## src/rtl/gig_basex_tx_encoder_pkg.sv

```systemverilog
// rtl/gig_basex_tx_encoder_pkg.sv - 1000BASE-X code-group constants, GMII bus and TX encoder state types
//
// Shared by the PCS TX encoder and the PCS RX decode.
// Holds the 8b/10b code-group byte values, the GMII bus struct and the TX ordered-set state enum.
package gig_basex_tx_encoder_pkg;

  localparam logic [7:0] K28_5 = 8'hBC;  // comma, idle even slot
  localparam logic [7:0] D16_2 = 8'h50;  // /I2/ odd slot
  localparam logic [7:0] D21_5 = 8'hB5;  // /C1/ config
  localparam logic [7:0] D2_2  = 8'h42;  // /C2/ config
  localparam logic [7:0] K27_7 = 8'hFB;  // /S/ start of packet
  localparam logic [7:0] K29_7 = 8'hFD;  // /T/ end of packet
  localparam logic [7:0] K23_7 = 8'hF7;  // /R/ carrier extend
  localparam logic [7:0] K30_7 = 8'hFE;  // /V/ error propagation

  typedef struct packed {
    logic       dvalid;
    logic       en;
    logic       er;
    logic [7:0] data;
  } GmiiBus;

  typedef enum logic [2:0] {
    ST_IDLE,
    ST_DATA,
    ST_END_T,
    ST_END_R,
    ST_END_R2,
    ST_DISCARD
  } tx_state_e;

endpackage

```

## src/rtl/gig_basex_tx_encoder.sv

```systemverilog
// rtl/gig_basex_tx_encoder.sv - GMII TX to 1000BASE-X ordered-set encoder (idle, /S/, data, /V/, /T/R/)
//
// Ports:
//   clk_125mhz                  in   PCS TX clock
//   rst                         in   synchronous active-high reset
//   link_up                     in   PCS link status, gates new frame starts
//   gmii_tx_bus                 in   MAC TX bus (en, er, data used; dvalid ignored)
//   tx_data_is_ctl              out  current code-group is a K character
//   tx_data                     out  code-group byte
//   tx_force_disparity_negative out  force negative running disparity (idle K28.5 only)
//   tx_frame_active             out  high from /S/ through the last data byte or /V/
//   tx_frame_dropped            out  one-cycle pulse when a frame start is discarded
module gig_basex_tx_encoder
  import gig_basex_tx_encoder_pkg::*;
(
  input  logic       clk_125mhz,
  input  logic       rst,
  input  logic       link_up,
  input  GmiiBus     gmii_tx_bus,
  output logic       tx_data_is_ctl,
  output logic [7:0] tx_data,
  output logic       tx_force_disparity_negative,
  output logic       tx_frame_active,
  output logic       tx_frame_dropped
);

  // state_q names what the registered outputs currently show; even_q is the
  // parity of that output slot. Everything below computes the next slot.
  tx_state_e  state_q, state_d;
  logic       even_q, even_d;
  logic [7:0] data_q, data_d;
  logic       ctl_q, ctl_d;
  logic       fneg_q, fneg_d;
  logic       active_q, active_d;
  logic       dropped_q, dropped_d;
  // Remembers that the pulse was already given for a start seen during /T/R/.
  logic       drop_seen_q, drop_seen_d;

  logic unused_dvalid;
  assign unused_dvalid = gmii_tx_bus.dvalid;

  always_comb begin
    even_d      = ~even_q;
    state_d     = state_q;
    // Default: idle code-group matching the parity of the next slot.
    data_d      = even_d ? K28_5 : D16_2;
    ctl_d       = even_d;
    fneg_d      = even_d;
    active_d    = 1'b0;
    dropped_d   = 1'b0;
    drop_seen_d = drop_seen_q;

    case (state_q)
      ST_DATA: begin
        fneg_d = 1'b0;
        if (!gmii_tx_bus.en) begin
          // er without en (carrier extension) is treated as end of frame.
          data_d  = K29_7;
          ctl_d   = 1'b1;
          state_d = ST_END_T;
        end else begin
          active_d = 1'b1;
          if (gmii_tx_bus.er) begin
            data_d = K30_7;
            ctl_d  = 1'b1;
          end else begin
            data_d = gmii_tx_bus.data;
            ctl_d  = 1'b0;
          end
        end
      end
      ST_END_T: begin
        data_d  = K23_7;
        ctl_d   = 1'b1;
        fneg_d  = 1'b0;
        state_d = ST_END_R;
      end
      ST_END_R: begin
        if (!even_d) begin
          // Second /R/ so that idle resumes on an even slot.
          data_d  = K23_7;
          ctl_d   = 1'b1;
          fneg_d  = 1'b0;
          state_d = ST_END_R2;
        end else begin
          state_d = gmii_tx_bus.en ? ST_DISCARD : ST_IDLE;
        end
      end
      ST_END_R2: begin
        state_d = gmii_tx_bus.en ? ST_DISCARD : ST_IDLE;
      end
      ST_DISCARD: begin
        if (!gmii_tx_bus.en) state_d = ST_IDLE;
      end
      default: begin  // ST_IDLE
        if (gmii_tx_bus.en) begin
          if (!link_up) begin
            dropped_d = 1'b1;
            state_d   = ST_DISCARD;
          end else if (even_d) begin
            data_d   = K27_7;
            ctl_d    = 1'b1;
            fneg_d   = 1'b0;
            active_d = 1'b1;
            state_d  = ST_DATA;
          end
          // Odd slot: this byte is lost under the idle D16.2 and /S/ replaces
          // the next byte, which lands on an even slot.
        end
      end
    endcase

    // A start during /T/R/ is dropped, but the end sequence still completes
    // so the previous frame is terminated cleanly.
    if ((state_q == ST_END_T) || (state_q == ST_END_R) || (state_q == ST_END_R2)) begin
      if (gmii_tx_bus.en && !drop_seen_q) begin
        dropped_d   = 1'b1;
        drop_seen_d = 1'b1;
      end
    end
    if ((state_d == ST_IDLE) || (state_d == ST_DISCARD)) drop_seen_d = 1'b0;
  end

  always_ff @(posedge clk_125mhz) begin
    if (rst) begin
      state_q     <= ST_IDLE;
      even_q      <= 1'b1;
      data_q      <= K28_5;
      ctl_q       <= 1'b1;
      fneg_q      <= 1'b1;
      active_q    <= 1'b0;
      dropped_q   <= 1'b0;
      drop_seen_q <= 1'b0;
    end else begin
      state_q     <= state_d;
      even_q      <= even_d;
      data_q      <= data_d;
      ctl_q       <= ctl_d;
      fneg_q      <= fneg_d;
      active_q    <= active_d;
      dropped_q   <= dropped_d;
      drop_seen_q <= drop_seen_d;
    end
  end

  assign tx_data                     = data_q;
  assign tx_data_is_ctl              = ctl_q;
  assign tx_force_disparity_negative = fneg_q;
  assign tx_frame_active             = active_q;
  assign tx_frame_dropped            = dropped_q;

endmodule

```

## config.mk

```make
export PLATFORM = sky130hd
export DESIGN_NAME = gig_basex_tx_encoder
export DESIGN_NICKNAME = d
export VERILOG_FILES = /design/src/rtl/gig_basex_tx_encoder_pkg.sv /design/src/rtl/gig_basex_tx_encoder.sv
export SDC_FILE = /design/constraint.sdc
export NUM_CORES = 1
export LEC_CHECK = 0
export CORE_MARGIN = 4
export CORE_UTILIZATION = 47
export CTS_BUF_LIST = sky130_fd_sc_hd__clkbuf_8
export DETAILED_ROUTE_END_ITERATION = 6
export GPL_TIMING_DRIVEN = 1
export PLACE_DENSITY = 0.8
export SKIP_CTS_REPAIR_TIMING = 1
export SYNTH_ARGS = -nofsm -noshare
export SYNTH_HDL_FRONTEND = slang
export SYNTH_SLANG_ARGS = --single-unit
```

## constraint.sdc

```tcl
create_clock -name clk_125mhz -period 1.9 [get_ports clk_125mhz]
set_clock_uncertainty 0.1 [all_clocks]
set_input_delay 0.475 -clock clk_125mhz [delete_from_list [all_inputs] [get_ports clk_125mhz]]
set_output_delay 0.475 -clock clk_125mhz [all_outputs]
set_load 0.02 [all_outputs]
```

# == Yosys cells after proc, flatten, opt, wreduce, memory -nomap -nowiden ==
# Index checks and enable logic that the tools add are counted.
# word_totals
latchBits,0
romBits,0
reg_bits,17
n_memories,0
ram_bits,0
output_inout_bits,12
# classes
mul,0
eq_ne,6
reduce_logical,12
n_addsub,0
div,0
order_cmp,0
shifts,0
n_bitwise,1
mux,38
# ops
operator,count
$mux 8,7
$pmux 8 s4,1
$mux 3,7
$mux 1,19
$pmux 3 s5,1
$eq 3x3->1 const B,3
$eq 3x2->1 const B,2
$reduce_or 2->1,3
$reduce_or 5->1,1
$pmux 1 s4,1
$reduce_or 4->1,1
$eq 3x1->1 const B,1
$logic_not 3->1,1
$logic_or 1x1->1,3
$pmux 1 s3,1
$pmux 1 s2,1
$reduce_and 2->1,1
$logic_and 1x1->1,1
$logic_not 1->1,1
$not 1->1,1

# == Longest topological paths before layout ==
# depth
word_depth,7
ltp_mapped,5
depth_no_buf,3

# == Least setup slack after synthesis ==
# No wires, ideal clock.
# synth_timing
kind,register to register
startpoint,register state_q[1]
endpoint,register data_q[4] (netlist: tx_data[4])
path_stages_with_launch,4
t_required_ns,1.666
slack_ns,0.413
arrival_time_ns,1.253
synth_period_minus_slack_ns,1.487
cell_sequence,dfxtp_1 buf_4 or3b_1 or4_1
# synth_via
elab_chain_len,3
# synth_rtl
item,line_no,source
start: declaration,gig_basex_tx_encoder.sv:29,"tx_state_e state_q, state_d;"
start signal: assignment,gig_basex_tx_encoder.sv:135,state_q <= state_d;
$eq 3x3->1,gig_basex_tx_encoder.sv:53,case (state_q)
$reduce_or 2->1 (no source line),-,
$pmux 8 s4 (*),gig_basex_tx_encoder.sv:53,
end signal: assignment,gig_basex_tx_encoder.sv:137,data_q <= data_d;
end: declaration,gig_basex_tx_encoder.sv:31,"logic [7:0] data_q, data_d;"
# Every way passes the cells marked *; elsewhere a longest branch is shown, timed or not.
# A chain may end at the register's enable or synchronous reset.

# == Worst setup path in the final report ==
# layout_timing
startpoint,register data_q[7] (netlist: tx_data[7])
endpoint,output port tx_data[7]
# layout_rtl
item,line_no,source
end: declaration,gig_basex_tx_encoder.sv:21,"output logic [7:0] tx_data,"
# No word-level cell between the ends.

==> impl_metrics.tcl <==
set metrics [dict create \
    firstDrtPassIters 4 \
    start_util 0.4952 \
    drt-wirelength-per-cell_microns 13.89 \
    pin_count 26 \
    final_nets 150 \
    startpoint_type "register" \
    max_clock_freq_mhz 570.3 \
    synth_top_cell_by_area "dfxtp_1" \
    status "finished clean" \
    diodes 0 \
    regArea_sq_um 340.3 \
    leakage_nw 0.4634 \
    fin_crit_sh 0.9229 \
    syn_inst 103 \
    h-tree-depth 1 \
    synth_common_cells "dfxtp_1 (17), o21ai_0 (15), a21oi_1 (9)" \
    power_density_mw_per_mm2 769.2 \
    die_h_microns 50.42 \
    cp_data_required_time_ps 1320 \
    rr_startpoint "state_q[2]" \
    synth_nets 117 \
    finalSetupViolCount 0 \
    fin_util 0.7099 \
    period_minus_slack_ps 1753 \
    report.final.slew_viol_count 0 \
    ys_seq_elements 17 \
    fin_worst_hold_slack_ps 374.1 \
    synth_async_sr_flop_share 0 \
    syn_area_sq_um 845.8 \
    place_ws_ps -42.80 \
    cts_tree "built" \
    cp.depth 1 \
    die_w_microns 50.42 \
    timing.setup.critical_path_class "register to output pin" \
    netlist_top_cells_area "dfxtp_1 (40%), o21ai_0 (8.9%), a21oi_1 (5.3%)" \
    min_from "drop_seen_q" \
    overflow 0 \
    total_power_w 0.0009326 \
    worst_slew_pin_slew_ps 570.3 \
    n_fill_cell 134 \
    fin_ws_ps 146.6 \
    vias 921 \
    synth_top_cell_area_share 0.4024 \
    cts-root-buf "clkbuf_8" \
    antenna_found_initial 0 \
    drtIter0Drc 38 \
    syn_avg_cell_area_sq_um 8.212 \
    path_buf_inv 1 \
    grt_pass1_wl_mm 3.663 \
    ir_drop_uv 467.0 \
    ant_nets 0 \
    r2r.worst_path.cells 4 \
    die_area_sq_mm 0.002542 \
    clk_path_buf_depth 2 \
    gp_congestion 0.8591 \
    drcViolationCount 0 \
    rows 15 \
    synth_most_common_cell "dfxtp_1" \
    drive_gt1_frac 0.1185 \
    placement.io_buffers 24 \
    end_kind "output pin" \
    max_stage_delay_ps 610 \
    synthFlopType "dfxtp_1" \
    dpl.hpwl_mm 1.655 \
    synth-edff-count 0 \
    area.growth.synth_to_final_pct 43.34 \
    clkTransAtPathRegs_ps 60 \
    cp_top_family "buffers and inverters" \
    hold_path_class "register to register" \
    grt.total_usage 0.1898 \
    cts.sinks 17 \
    crit_arrival_ps 1180 \
    grt_pass1_vias 805 \
    rsz0062_at_grt "no" \
    worst_hold_path.endpoint "drop_seen_q" \
    fin_setup_tns_ps 0 \
    multi_input_area_sq_um 450.4 \
    wl_mm 2.222 \
    synth_cell_types 34 \
    cp_slowest_cell "clkdlybuf4s50_1" \
    vias_per_cell 5.756 \
    r2r_end "tx_data[2]" \
    critPathMaxFanout 1 \
    crit_path_cell_trace "clkdlybuf4s50_1" \
    hold_depth 2 \
    insertion_delay_ps 250 \
    ys_warn_count 0 \
    core_area_sq_mm 0.001708 \
    r2r_slack_ps 210 \
    cts-buffers-inserted 3 \
    hold_viol_final 0 \
    relSlewSlack 0.6193 \
    grt_max_degree 19 \
    max-cap-violations 0 \
    ys_seq_area_frac 0.4024 \
]
[state kept, by name, summed over array words and instances, names as in the netlist]
| name | count |
|---|---|
| tx_data_is_ctl | 1 |
| tx_data | 8 |
| state_q | 3 |
| drop_seen_q | 1 |
| tx_force_disparity_negative | 1 |
| even_q | 1 |
| tx_frame_dropped | 1 |
| tx_frame_active | 1 |
[routing by layer]
layer | global-route usage | part of all wire
met1 | 0.2400 | 0.40
met2 | 0.2935 | 0.49
met3 | 0.04451 | 0.082
met4 | 0.1076 | 0.023
met5 | 0 | 0
[worst max-delay path by stage]
stage	slack, ps	end	startpoint
after floorplan	410	tx_data[4]	state_q[1]
after global placement	-4	drop_seen_q	gmii_tx_bus[9]
after detailed placement	-40	drop_seen_q	gmii_tx_bus[9]
after CTS	130	tx_data[7]	tx_data[7]
after global routing	80	tx_data[2]	state_q[2]
final	150	tx_data[7]	tx_data[7]
[worst register-to-register path: stages (launching register included)]
cell,delay [ps]
dfxtp_1,680
buf_4,260
and3b_1,180
o21ai_0,180
o2111ai_1,150
[layout by cell type, fill, tap and decap left out, types with 2 or more instances in the layout]
| cell type | count |
|---|---|
| clkdlybuf4s50_1 | 24 |
| dfxtp_1 | 17 |
| o211ai_1 | 4 |
| nand2_1 | 5 |
| and3b_1 | 2 |
| o21a_1 | 2 |
| clkbuf_8 | 3 |
| nor2_1 | 2 |
| o21ai_0 | 15 |
| nor3_1 | 3 |
| o31ai_1 | 2 |
| a21oi_1 | 9 |
| nor2b_1 | 5 |
| nor3b_1 | 2 |
| inv_1 | 7 |
| o21bai_1 | 2 |
| buf_4 | 11 |
| nand2b_1 | 4 |
[logic make-up after synthesis]
family | Yosys count | synth area share
flip-flops | 17 | 0.4024
multiplexers | 1 | 0.01331
buffers and inverters | 13 | 0.06509
AO/OA/AOI/OAI | 41 | 0.2973
AND/OR/NAND/NOR | 31 | 0.2219
[cell type report]
class	count	area share
Multi-Input combinational cell	73	0.3715
Sequential cell	17	0.2807
Timing Repair Buffer	35	0.2663
Clock buffer	3	0.03406
Tap cell	25	0.02580
Inverter	6	0.01858
Clock inverter	1	0.003096
[stage by stage]
stage / area (sq um) / cells
global route: 1212 / 160
CTS: 1212 / 160
global placement: 1167 / 156
finish: 1212 / 160
floorplan: 845.8 / 103
detailed placement: 1167 / 156
[report_power, final]
group	internal [W]	switching, W	leakage (nW)
registers	0.000389	0.0000229	0.141
logic	0.000131	0.000126	0.296
clock network	0.000143	0.000119	0.0269
Power figures use the tool's default switching activity.
